### src/rtl/uart_pkg.sv
// Shared UART definitions: FSM state encoding, bit-period and parity helpers.
// Intended for reuse by a future receiver block.
package uart_pkg;

    typedef enum logic [2:0] {
        S_IDLE   = 3'd0,
        S_POP    = 3'd1,
        S_LATCH  = 3'd2,
        S_START  = 3'd3,
        S_DATA   = 3'd4,
        S_PARITY = 3'd5,
        S_STOP   = 3'd6
    } uart_state_t;

    localparam int unsigned DATA_BITS = 8;

    function automatic int unsigned clks_per_bit(input int unsigned freq, input int unsigned baud);
        return freq / baud;
    endfunction

    function automatic logic parity_bit(input logic [DATA_BITS-1:0] data, input logic odd);
        return (^data) ^ odd;
    endfunction

endpackage

### src/rtl/uart_baud_cnt.sv
// Bit-period counter: counts 0..CLKS_PER_BIT-1 and flags the last clock of each bit.
// A clear restarts the period so every state begins on a bit boundary.
module uart_baud_cnt #(
    parameter int unsigned CLKS_PER_BIT = 434
) (
    input  logic clk,
    input  logic reset,
    input  logic clear,
    output logic bit_done
);

    localparam int unsigned CW = (CLKS_PER_BIT > 1) ? $clog2(CLKS_PER_BIT) : 1;
    localparam logic [CW-1:0] LAST = CW'(CLKS_PER_BIT - 1);

    logic [CW-1:0] cnt;

    always_ff @(posedge clk or posedge reset) begin
        if (reset) begin
            cnt <= '0;
        end else if (clear || cnt == LAST) begin
            cnt <= '0;
        end else begin
            cnt <= cnt + 1'b1;
        end
    end

    // bit_done must not depend on clear: clear is derived from the FSM, which uses bit_done
    assign bit_done = (cnt == LAST);

endmodule

### src/rtl/fifo_uart_tx.sv
// FIFO drain stage: pops one byte at a time and sends it as a UART frame, LSB first.
// Outputs are registered from the next-state decode so they change cleanly on clock edges.
module fifo_uart_tx
    import uart_pkg::*;
#(
    parameter int unsigned CLK_FREQ   = 50_000_000,
    parameter int unsigned BAUD       = 115200,
    parameter int unsigned PARITY_EN  = 0,
    parameter int unsigned PARITY_ODD = 0,
    parameter int unsigned STOP_BITS  = 1
) (
    input  logic        clk,
    input  logic        reset,
    input  logic        tx_en,
    input  logic        fifo_empty,
    input  logic [7:0]  fifo_q,
    output logic        fifo_rdreq,
    output logic        tx,
    output logic        busy,
    output logic [15:0] byte_cnt
);

    localparam int unsigned CPB = clks_per_bit(CLK_FREQ, BAUD);
    localparam logic [2:0] LAST_STOP = 3'(STOP_BITS - 1);

    uart_state_t state, state_nx;
    logic [7:0]  shift_reg, shift_nx;
    logic [2:0]  bit_idx, bit_idx_nx;
    logic        par_bit;
    logic        tx_nx, rdreq_nx, busy_nx;
    logic        bit_done, baud_clr, frame_done;

    uart_baud_cnt #(
        .CLKS_PER_BIT(CPB)
    ) u_baud_cnt (
        .clk     (clk),
        .reset   (reset),
        .clear   (baud_clr),
        .bit_done(bit_done)
    );

    always_comb begin
        state_nx   = state;
        shift_nx   = shift_reg;
        bit_idx_nx = bit_idx;
        frame_done = 1'b0;
        case (state)
            S_IDLE: begin
                if (tx_en && !fifo_empty) state_nx = S_POP;
            end
            S_POP: begin
                state_nx = S_LATCH;
            end
            S_LATCH: begin
                shift_nx = fifo_q;
                state_nx = S_START;
            end
            S_START: begin
                if (bit_done) begin
                    bit_idx_nx = '0;
                    state_nx   = S_DATA;
                end
            end
            S_DATA: begin
                if (bit_done) begin
                    shift_nx = {1'b0, shift_reg[7:1]};
                    if (bit_idx == 3'd7) begin
                        bit_idx_nx = '0;
                        state_nx   = (PARITY_EN != 0) ? S_PARITY : S_STOP;
                    end else begin
                        bit_idx_nx = bit_idx + 3'd1;
                    end
                end
            end
            S_PARITY: begin
                if (bit_done) state_nx = S_STOP;
            end
            S_STOP: begin
                if (bit_done) begin
                    if (bit_idx == LAST_STOP) begin
                        bit_idx_nx = '0;
                        frame_done = 1'b1;
                        state_nx   = S_IDLE;
                    end else begin
                        bit_idx_nx = bit_idx + 3'd1;
                    end
                end
            end
            default: begin
                state_nx = S_IDLE;
            end
        endcase

        baud_clr = (state_nx != state);
        rdreq_nx = (state_nx == S_POP);
        busy_nx  = (state_nx != S_IDLE);

        // Line level follows the state being entered, so tx is already valid in its first cycle
        case (state_nx)
            S_START:  tx_nx = 1'b0;
            S_DATA:   tx_nx = shift_nx[0];
            S_PARITY: tx_nx = par_bit;
            default:  tx_nx = 1'b1;
        endcase
    end

    always_ff @(posedge clk or posedge reset) begin
        if (reset) begin
            state      <= S_IDLE;
            shift_reg  <= '0;
            bit_idx    <= '0;
            par_bit    <= 1'b0;
            tx         <= 1'b1;
            fifo_rdreq <= 1'b0;
            busy       <= 1'b0;
        end else begin
            state      <= state_nx;
            shift_reg  <= shift_nx;
            bit_idx    <= bit_idx_nx;
            tx         <= tx_nx;
            fifo_rdreq <= rdreq_nx;
            busy       <= busy_nx;
            if (state == S_LATCH) par_bit <= parity_bit(fifo_q, PARITY_ODD != 0);
        end
    end

    always_ff @(posedge clk or posedge reset) begin
        if (reset) begin
            byte_cnt <= '0;
        end else if (frame_done) begin
            byte_cnt <= byte_cnt + 16'd1;
        end
    end

endmodule
### config.mk
export PLATFORM = sky130hd
export DESIGN_NAME = fifo_uart_tx
export DESIGN_NICKNAME = d
export VERILOG_FILES = /design/src/rtl/uart_pkg.sv /design/src/rtl/uart_baud_cnt.sv /design/src/rtl/fifo_uart_tx.sv
export SDC_FILE = /design/constraint.sdc
export NUM_CORES = 1
export LEC_CHECK = 0
export BUFFER_PORTS_ARGS = -buffer_cell sky130_fd_sc_hd__buf_2
export CAP_MARGIN = 25
export CORE_ASPECT_RATIO = 0.5
export CORE_UTILIZATION = 50
export CTS_BUF_LIST = sky130_fd_sc_hd__clkbuf_8 sky130_fd_sc_hd__clkbuf_16
export DETAILED_ROUTE_END_ITERATION = 8
export PLACE_DENSITY = 0.68
export SLEW_MARGIN = 40
export SYNTH_ARGS = -nofsm -noshare
export SYNTH_HDL_FRONTEND = slang
export SYNTH_SLANG_ARGS = --single-unit
export TNS_END_PERCENT = 5
### constraint.sdc
create_clock -name clk -period 2.92 [get_ports clk]
set_clock_uncertainty 0.15 [all_clocks]
set_input_delay 0.292 -clock clk [delete_from_list [all_inputs] [get_ports clk]]
set_output_delay 0.292 -clock clk [all_outputs]
set_load 0.03 [all_outputs]
* Word-level counts from Yosys, hierarchy flattened
Index checks and enable logic that the tools add are counted. Widths: inputs -> output; s select.
Operators by class: muxes and demuxes 21, div/mod/pow operators 0, shift operators 0, add/subtract/negate cells 3, eq/ne operators 16, $lt $le $gt $ge 0, bitwise gates (word level) 0, reduce and logical (&&, ||, !) cells 11, multipliers 0
Operators with widths (number):
- $mux 3 | 12
- $pmux 3 s7 | 1
- $eq 3x3->1 const B | 6
- $add 16x1->16 const B | 1
- $pmux 8 s2 | 1
- $add 9x1->9 const B | 1
- $eq 3x2->1 const B | 3
- $eq 9x9->1 const B | 1
- $mux 9 | 1
- $pmux 3 s3 | 1
- $mux 8 | 1
- $reduce_xor 8->1 | 1
- $eq 3x1->1 const B | 2
- $logic_not 3->1 | 2
- $ne 2x2->1 const B | 3
- $reduce_bool 3->1 | 2
- $reduce_and 4->1 | 1
- $add 3x1->3 const B | 1
- $mux 1 | 3
- $ne 3x3->1 | 1
- $pmux 1 s3 | 1
- $reduce_and 2->1 | 1
- $reduce_bool 2->1 | 1
- $logic_and 1x1->1 | 1
- 2 further kinds | 2
Word-level totals: output and inout bits 19, memories 0, memory bits (writable) 0, bits in latches 0, bits of input ports 12, memory bits (read-only) 0, register bits 43

* Logic depth before layout (Yosys ltp)
Gate-level depths: netlist of run 1.
depth in word-level cells 7, gate-level depth with buffers 8

* Hierarchy
A second synthesis of run 1 with hierarchy kept.
Second synthesis, totals: cells, all modules 217, area total of the unflattened synthesis 2332.2 um^2
By module, submodules not included:
- fifo_uart_tx | cells each 168, instances 1, area each 1843.0 um^2
- uart_baud_cnt | cells each 49, instances 1, area each 489.2 um^2

* Worst setup path before layout of run 1
OpenSTA, ideal clock, no wires.
path type flip-flop to flip-flop, start point register u_baud_cnt.cnt[1], end point register tx, required time 2689 ps, stages on the path, launching flop included 9, slack 347 ps, path buffers 0, arrival time 2343 ps, setup time 81 ps, path through dfrtp_1 inv_1 ha_1 or4b_4 nor2_4 mux2_2 a221oi_2 mux2_2 a32oi_1
On the way: cells in the longest elaborated chain, start to end 5, elaborated cells between the ends (all ways) 12, those cells by class eq/ne: 4; mux: 8
RTL lines:
- from (decl) | line uart_baud_cnt.sv:15 | logic [CW-1:0] cnt;
- from (signal assigned) | line uart_baud_cnt.sv:23 | cnt <= cnt + 1'b1;
- $eq 9x9->1 (*) | line uart_baud_cnt.sv:28 | assign bit_done = (cnt == LAST);
- $mux 3, on equally long branches
- $pmux 3 s7 (*) | line fifo_uart_tx.sv:47 | case (state)
- net state_nx[1] | line fifo_uart_tx.sv:26 | uart_state_t state, state_nx;
- $eq 3x3->1 or $eq 3x2->1 (tied branches) | line fifo_uart_tx.sv:99 | case (state_nx)
- $pmux 1 s3 (*) | line fifo_uart_tx.sv:99
- net tx_nx | line fifo_uart_tx.sv:30 | logic tx_nx, rdreq_nx, busy_nx;
- to (signal assigned) | line fifo_uart_tx.sv:120 | tx <= tx_nx;
- to (decl) | line fifo_uart_tx.sv:18 | output logic tx,
Mark *: on every way through the listed nets, which the timed path passes. The rest lies on a longest branch. The select of a mux whose other input is x is not followed. A chain may end at the register's enable or synchronous reset.

* Worst setup path in the final report of run 1
Ends and elaborated chain as after synthesis.

==> results of run 1 <==
## per-layer routing
metal  wire (um)  track usage
met1        2016       0.2414
met2        1527       0.2891
met3         152      0.05714
met4          25      0.05538
met5           0            0
## critical path, stage by stage, from the launching register on
cell      delay, ps
dfrtp_1         410
inv_1            70
ha_1            120
or4b_4          510
nor2_4          200
mux2_2          360
a221oi_2        300
mux2_2          370
a32oi_1         150
## through the flow
step                area, um2  std cells
detailed placement       2347        286
global placement         2342        286
floorplan                2117        203
finish                   2432        294
global route             2432        294
CTS                      2432        294
## synth_stat cells, types with 2 or more instances
cell | instances | area (um2)
inv_1 | 9 | 33.78
a22oi_1 | 7 | 52.55
xnor2_1 | 23 | 201.4
nor2_1 | 23 | 86.33
mux2_2 | 3 | 33.78
a21oi_1 | 3 | 15.01
nand4_1 | 10 | 62.56
and3_1 | 2 | 12.51
nor2b_1 | 3 | 18.77
nor3_1 | 3 | 15.01
ha_1 | 6 | 75.07
a2bb2oi_1 | 2 | 17.52
dfrtp_1 | 42 | 1051
clkbuf_1 | 4 | 15.01
o21ai_0 | 3 | 15.01
nand2_1 | 25 | 93.84
nand2b_1 | 3 | 18.77
xor2_1 | 6 | 52.55
nand3_1 | 7 | 35.03
## area by class of cell
class,count,area [um2]
Clock buffer,5,68.82
Clock inverter,3,16.27
Fill cell,340,1551
Sequential cell,43,1077
Multi-Input combinational cell,147,996.0
Tap cell,54,67.56
Inverter,9,33.78
Timing Repair Buffer,33,172.7
## how the worst min path moves through the flow
| stage | start | to | slack (ps) | cells after the start |
|---|---|---|---|---|
| 2_1_floorplan | fifo_q[7] | shift_reg[7] | 260 | 2 |
| 3_3_place_gp | reset | byte_cnt[9] | 300 | 3 |
| 3_5_place_dp | shift_reg[4] | shift_reg[4] | 310 | 2 |
| 4_1_cts | reset | byte_cnt[7] | 10 | 3 |
| 5_1_grt | reset | byte_cnt[7] | 30 | 3 |
| 6_report | reset | byte_cnt[8] | -20 | 3 |
## power breakdown
group	switching [W]	internal (W)
Sequential	0.00000780	0.000606
Combinational	0.0000278	0.0000223
Clock	0.000199	0.000164
## cells by family (layout without fill, tap and decap cells)
group                      count (synthesis)  in the layout  synth area share
AOI/OAI and AO/OA                         22             22           0.07683
muxes                                      3              3           0.01596
xor gates and xnor gates                  29             29            0.1200
and+or+nand+nor                           87             87            0.2199
DFF                                       43             43            0.5089
adders and majority gates                  6              6           0.03546
buffers and inverters                     13             50           0.02305
==> flow_summary.json, run 1 <==
{
  "syn_avg_cell_area_um2": 10.43,
  "synth.distinct_cells": 38,
  "grt_overflow": 0,
  "endpoint_kind": "flop",
  "cp_data_required_time_ps": 2990,
  "fmax_mhz": 368.3,
  "grt_max_degree": 44,
  "crit_end": "tx",
  "hpwl_um": 2668,
  "area_delta_synth_final_pct": 14.89,
  "p_leak_nw": 1.190,
  "design_power_total_w": 0.001027,
  "ff2ff_setup_slack_ps": 210,
  "cp.arrival_ps": 2780,
  "htreeDepth": 2,
  "hold_violations": 35,
  "clk_path_buf_depth": 2,
  "finalSetupViolCount": 0,
  "cellPowerDensity_mw_per_mm2": 422.2,
  "irDropWorstVdd_v": 0.0002108,
  "relSlewSlack": 0.5487,
  "vias_per_cell": 5.061,
  "drt-initial-drc-count": 53,
  "grt_usage": 0.1809,
  "cts.clk_slew.worst_paths_ps": 80,
  "initial_utilization": 0.5314,
  "vias": 1488,
  "place_ws_ps": 221.4,
  "critPathMaxFanout": 7,
  "ys_warn_count": 0,
  "async_flop_share": 1.000,
  "setup_ws_ps": 205.2,
  "largest_reg_flops": 16,
  "rows": 16,
  "clockRootBuffer": "clkbuf_8",
  "core_area_mm2": 0.003984,
  "gp_congestion": 0.7895,
  "netlist_instances": 203,
  "die_h_um": 48.01,
  "fin_crit_sh": 0.9297,
  "r2r_start": "u_baud_cnt.cnt[1]",
  "drv_cap": 0,
  "cts_buffers": 5,
  "cts_tree": "built",
  "avgRoutedWirePerCell_um": 12.66,
  "slew_viol_final": 0,
  "mostFrequentLayoutCell": "dfrtp_1",
  "ys_seq_elements": 43,
  "syn-num-nets": 221,
  "synth-seq-area-share": 0.5089,
  "firstDrtPassIters": 6,
  "synth-edff-count": 0,
  "crit_start": "u_baud_cnt.cnt[1]",
  "post_cts_buffers": 0,
  "final_cell_mix": "dfrtp_1 (42), buf_2 (30), nand2_1 (25)",
  "die-area_mm2": 0.004514,
  "diodes": 0,
  "cts_resized": 0,
  "drc": 0,
  "antenna_found_initial": 0,
  "fin_util": 0.6106,
  "drt-total-wl_um": 3722,
  "drive_gt1_frac": 0.2208,
  "holdWs_ps": -24.01,
  "reg2reg_to": "tx",
  "die_w_um": 94.02,
  "worst-r2r-cell-count": 8,
  "ant_nets": 0,
  "synth_ff_type": "dfrtp_1",
  "outcome": "finished with violations",
  "clock_latency_ps": 290,
  "critPathLaunchType": "flop",
  "cts_sinks": 43,
  "tightest_slew_ps": 672.9,
  "violations": "hold timing",
  "grt_pass1_vias": 1318,
  "min_period_ps": 2715,
  "rsz0062_at_grt": "false",
  "ctsHoldBuffers": 0,
  "grt_pass1_wl_um": 6016,
  "pin_count": 31,
  "netlist_area_mm2": 0.002117,
  "hp-class": "in -> async",
  "nNetsFinal": 257,
  "portBuffers": 30,
  "setup_tns_ps": 0,
  "crit_type": "reg -> reg"
}
Note: power is estimated with default switching activity, not from simulation.
==> run 2, diff against run 1 <==
--- a/config.mk
+++ b/config.mk
@@ -11,8 +11,9 @@
 export CORE_UTILIZATION = 50
 export CTS_BUF_LIST = sky130_fd_sc_hd__clkbuf_8 sky130_fd_sc_hd__clkbuf_16
 export DETAILED_ROUTE_END_ITERATION = 8
+export GPL_TIMING_DRIVEN = 0
 export PLACE_DENSITY = 0.68
-export SLEW_MARGIN = 40
+export SLEW_MARGIN = 25
 export SYNTH_ARGS = -nofsm -noshare
 export SYNTH_HDL_FRONTEND = slang
 export SYNTH_SLANG_ARGS = --single-unit
==> constraint.sdc (replaced) <==
create_clock -name clk -period 2.92 [get_ports clk]
set_clock_uncertainty 0.15 [all_clocks]
set_input_delay 0.146 -clock clk [delete_from_list [all_inputs] [get_ports clk]]
set_output_delay 0.146 -clock clk [all_outputs]
set_load 0.03 [all_outputs]
==> flow_summary.json, run 2 (synthesis gave the netlist of run 1 again) <==
{
  "vias": 1567,
  "clock_latency_ps": 290,
  "setup_tns_ps": 0,
  "cp_common_cell": "mux2_2",
  "drt-total-wl_um": 3947,
  "crit_chain": "inv_1 -> ha_1 -> or4b_4 -> nor2_4 -> mux2_2 -> a221oi_2 -> mux2_2 -> a32oi_1",
  "fin_crit_sh": 0.9447,
  "grt_usage": 0.1890,
  "critPathLaunchType": "flop",
  "slew_viol_final": 0,
  "irDropWorstVdd_v": 0.0002903,
  "vias_per_cell": 5.121,
  "clk_path_buf_depth": 2,
  "largest_reg_flops": 16,
  "grt_max_degree": 30,
  "cts_buffers": 5,
  "die-area_mm2": 0.004514,
  "cts.clk_slew.worst_paths_ps": 80,
  "comb_power_share": 0.061,
  "grt_pass1_vias": 1343,
  "nNetsFinal": 269,
  "rsz0062_at_grt": "false",
  "cp_data_required_time_ps": 2990,
  "finalSetupViolCount": 0,
  "timing.critical_path.buf_inv": 1,
  "htreeDepth": 2,
  "holdWs_ps": 117.5,
  "cts_sinks": 43,
  "p_leak_nw": 1.227,
  "drt-initial-drc-count": 67,
  "crit_family": "multiplexers",
  "tightest_slew_ps": 705.0,
  "mostFrequentLayoutCell": "dfrtp_1",
  "clock_power_share": 0.355,
  "min_period_ps": 2758,
  "design_power_total_w": 0.001050,
  "cpPeakStageDelay_ps": 510,
  "grt_overflow": 0,
  "cellPowerDensity_mw_per_mm2": 412.6,
  "drive_gt1_frac": 0.2063,
  "core_area_mm2": 0.003984,
  "relSlewSlack": 0.5272,
  "critPathMaxFanout": 7,
  "diodes": 0,
  "ff2ff_setup_slack_ps": 160,
  "cts_resized": 0,
  "post_cts_buffers": 0,
  "p_seq_frac": 0.584,
  "switchingPower_w": 0.0002471,
  "pin_count": 31,
  "switching_share": 0.2353,
  "ant_nets": 0,
  "drv_cap": 0,
  "gp_congestion": 0.7753,
  "grt_pass1_wl_um": 6196,
  "final_cell_mix": "dfrtp_1 (42), buf_2 (30), nand2_1 (25)",
  "die_h_um": 48.01,
  "firstDrtPassIters": 4,
  "antenna_found_initial": 0,
  "hp-class": "in -> reg",
  "hpwl_um": 2727,
  "hold_violations": 0,
  "initial_utilization": 0.5314,
  "crit_type": "reg -> reg",
  "rows": 16,
  "die_w_um": 94.02,
  "avgRoutedWirePerCell_um": 12.90,
  "ctsHoldBuffers": 10,
  "portBuffers": 30,
  "fmax_mhz": 362.5,
  "outcome": "complete, no violations",
  "power.internal_w": 0.0008030,
  "clockRootBuffer": "clkbuf_8",
  "cts_tree": "built",
  "cp.arrival_ps": 2830,
  "crit_path_top_delay_cell": "or4b_4",
  "area_delta_synth_final_pct": 20.21,
  "drc": 0,
  "endpoint_kind": "flop"
}
[run 2: cell count changes in the layout (fill, tap and decap cells not counted), sizes merged]
cell,before,now
dlygate4sd3,0,10
clkbuf,5,9
buf,33,31
[run 2: power groups by stage]
| stage | Sequential [W] | Combinational, W | Clock [W] |
|---|---|---|---|
| 2_1_floorplan | 0.000622 | 0.0000345 | 0 |
| 3_3_place_gp | 0.000624 | 0.0000491 | 0 |
| 3_5_place_dp | 0.000625 | 0.0000541 | 0 |
| 4_1_cts | 0.000613 | 0.0000644 | 0.000382 |
| 5_1_grt | 0.000615 | 0.0000697 | 0.000408 |
| 6_report | 0.000614 | 0.0000636 | 0.000373 |
[run 2: final cells by class]
class / instances / area (um2)
buffer: 4 / 15.01
clock buffer: 5 / 68.82
clock inverter: 3 / 16.27
fill: 347 / 1439
inverter: 9 / 33.78
multi-input combinational: 147 / 996.0
sequential: 43 / 1077
tap: 54 / 67.56
timing repair buffer: 41 / 270.3
[run 2: worst paths after layout]
| path | from | end | cells after the start |
|---|---|---|---|
| hold / removal | fifo_q[0] | shift_reg[0] | 4 |
| setup / recovery | u_baud_cnt.cnt[1] | tx | 8 |
| setup reg to reg | u_baud_cnt.cnt[1] | tx | 8 |
| hold reg to reg | byte_cnt[15] | byte_cnt[15] | 1 |
| max in group asynchronous | reset | tx | 4 |
| min in group asynchronous | reset | byte_cnt[15] | 3 |
[run 2: metal layers]
layer  global-route usage  up-vias  part of all wire
met4              0.07385        0            0.0073
met5                    0        -                 0
met1               0.2378      744              0.51
met2               0.3182       30              0.44
met3              0.05714        4             0.043
li1                     -      789                 -
[run 2: worst register-to-register path: cells and delay by family, from the launching register on]
family,cells,cell delay (ps)
fa+ha+maj,1,120
compound gates,2,480
mux,2,750
simple gates,2,710
flops,1,410
buf+inv,1,70
[run 2: metrics by stage]
stage	cells	area, um2	setup slack [ps]	utilization
after floorplan	203	2117	346.5	-
after global placement	287	2335	208.5	0.5861
after detailed placement	288	2355	157.5	0.5911
after CTS	306	2540	153.7	0.6376
after global routing	306	2545	40.41	0.6388
final	306	2545	161.6	0.6388
==> run 3, diff against run 2 <==
--- a/config.mk
+++ b/config.mk
@@ -9,7 +9,7 @@
 export CAP_MARGIN = 25
 export CORE_ASPECT_RATIO = 0.5
 export CORE_UTILIZATION = 50
-export CTS_BUF_LIST = sky130_fd_sc_hd__clkbuf_8 sky130_fd_sc_hd__clkbuf_16
+export CTS_BUF_LIST = sky130_fd_sc_hd__clkbuf_16
 export DETAILED_ROUTE_END_ITERATION = 8
 export GPL_TIMING_DRIVEN = 0
 export PLACE_DENSITY = 0.68
==> flow_summary.json, run 3 (synthesis gave the netlist of run 1 again) <==
{
  "firstDrtPassIters": 4,
  "outcome": "complete, no violations",
  "slew_viol_final": 0,
  "tightest_slew_ps": 681.4,
  "rsz0062_at_grt": "false",
  "finalSetupViolCount": 0,
  "hold_violations": 0,
  "crit_type": "reg -> reg",
  "ant_nets": 0,
  "die_w_um": 94.02,
  "cp.arrival_ps": 2830,
  "gp_congestion": 0.7753,
  "hpwl_um": 2727,
  "core_area_mm2": 0.003984,
  "ff2ff_setup_slack_ps": 140,
  "drive_gt1_frac": 0.2080,
  "vias_per_cell": 5.145,
  "holdWs_ps": 17.07,
  "clockRootBuffer": "clkbuf_16",
  "fin_crit_sh": 0.9515,
  "antenna_found_initial": 0,
  "drc": 0,
  "r2r_start": "u_baud_cnt.cnt[1]",
  "initial_utilization": 0.5314,
  "endpoint_kind": "flop",
  "critPathLaunchType": "flop",
  "avgRoutedWirePerCell_um": 12.76,
  "mostFrequentLayoutCell": "dfrtp_1",
  "largest_reg_flops": 16,
  "setup_tns_ps": 0,
  "grt_usage": 0.1832,
  "die-area_mm2": 0.004514,
  "clock_latency_ps": 280,
  "drt-total-wl_um": 3880,
  "drt-initial-drc-count": 84,
  "grt_pass1_vias": 1291,
  "drv_cap": 0,
  "cts_resized": 0,
  "critPathMaxFanout": 7,
  "htreeDepth": 2,
  "worst-r2r-cell-count": 8,
  "cts_buffers": 5,
  "diodes": 0,
  "cts_tree": "built",
  "vias": 1564,
  "area_delta_synth_final_pct": 21.93,
  "cellPowerDensity_mw_per_mm2": 471.4,
  "rows": 16,
  "reg2reg_to": "tx",
  "relSlewSlack": 0.5430,
  "cts_sinks": 43,
  "crit_end": "tx",
  "final_cell_mix": "dfrtp_1 (42), buf_2 (30), nand2_1 (25)",
  "cp_data_required_time_ps": 2980,
  "clk_path_buf_depth": 2,
  "die_h_um": 48.01,
  "hp-class": "in -> reg",
  "grt_overflow": 0,
  "min_period_ps": 2778,
  "irDropWorstVdd_v": 0.0002292,
  "portBuffers": 30,
  "grt_pass1_wl_um": 5975,
  "cts.clk_slew.worst_paths_ps": 60,
  "pin_count": 31,
  "p_leak_nw": 1.246,
  "crit_start": "u_baud_cnt.cnt[1]",
  "fmax_mhz": 359.9,
  "grt_max_degree": 30,
  "nNetsFinal": 267
}
## run 3: changes by cell type in the layout (fill, tap and decap cells not counted), sizes merged
cell | previous run | this run
dlygate4sd3 | 10 | 8
## run 3: worst min path at each step
stage / start / slack (ps) / endpoint / cells past startpoint
floorplan: fifo_q[7] / 110 / shift_reg[7] / 2
global placement: fifo_q[7] / 240 / shift_reg[7] / 3
detailed placement: reset / -20 / byte_cnt[14] / 2
CTS: tx_en / 10 / fifo_rdreq / 3
global route: tx_en / 30 / fifo_rdreq / 3
finish: tx_en / 20 / fifo_rdreq / 3
## run 3: area by class of cell
| type | instances | area (um2) |
|---|---|---|
| sequential | 43 | 1077 |
| timing repair buffer | 39 | 250.2 |
| inverter | 9 | 33.78 |
| clock inverter | 3 | 16.27 |
| clock buffer | 5 | 125.1 |
| tap | 54 | 67.56 |
| multi-input combinational | 147 | 996.0 |
| buffer | 4 | 15.01 |
| fill | 339 | 1403 |
## run 3: metal layers
metal  up-vias  global-route usage  share of wire
li1        793                   -              -
met1       733              0.2329           0.50
met2        36              0.2978           0.45
met3         2             0.07619          0.041
met4         0             0.04615         0.0070
met5         -                   0              0
## run 3: per-stage QoR
stage,power (W),cell area [um2],setup WS (ps),utilization,cells
after CTS,0.001226,2576,136.4,0.6467,304
final,0.001217,2581,141.6,0.6479,304
after global routing,0.001260,2581,39.76,0.6479,304
after global placement,0.0006736,2335,208.5,0.5861,287
after detailed placement,0.0006790,2355,157.5,0.5911,288
after floorplan,0.0006568,2117,346.5,-,203
## run 3: repair_timing
item                                   CTS  global route
hold buffers                             8             0
buffers inserted                         0             0
endpoints found under the hold margin   49             0
## run 3: where the power goes
group | internal, W | total [W] | switching, W
combinational | 0.0000311 | 0.0000612 | 0.0000301
clock | 0.000312 | 0.000541 | 0.000229
sequential | 0.000607 | 0.000615 | 0.00000751
## run 3: worst max-delay path: stages, from the launching register on
cell and delay [ps]:
dfrtp_1 410, inv_1 70, ha_1 120, or4b_4 510, nor2_4 210, mux2_2 360
a221oi_2 340, mux2_2 380, a32oi_1 150
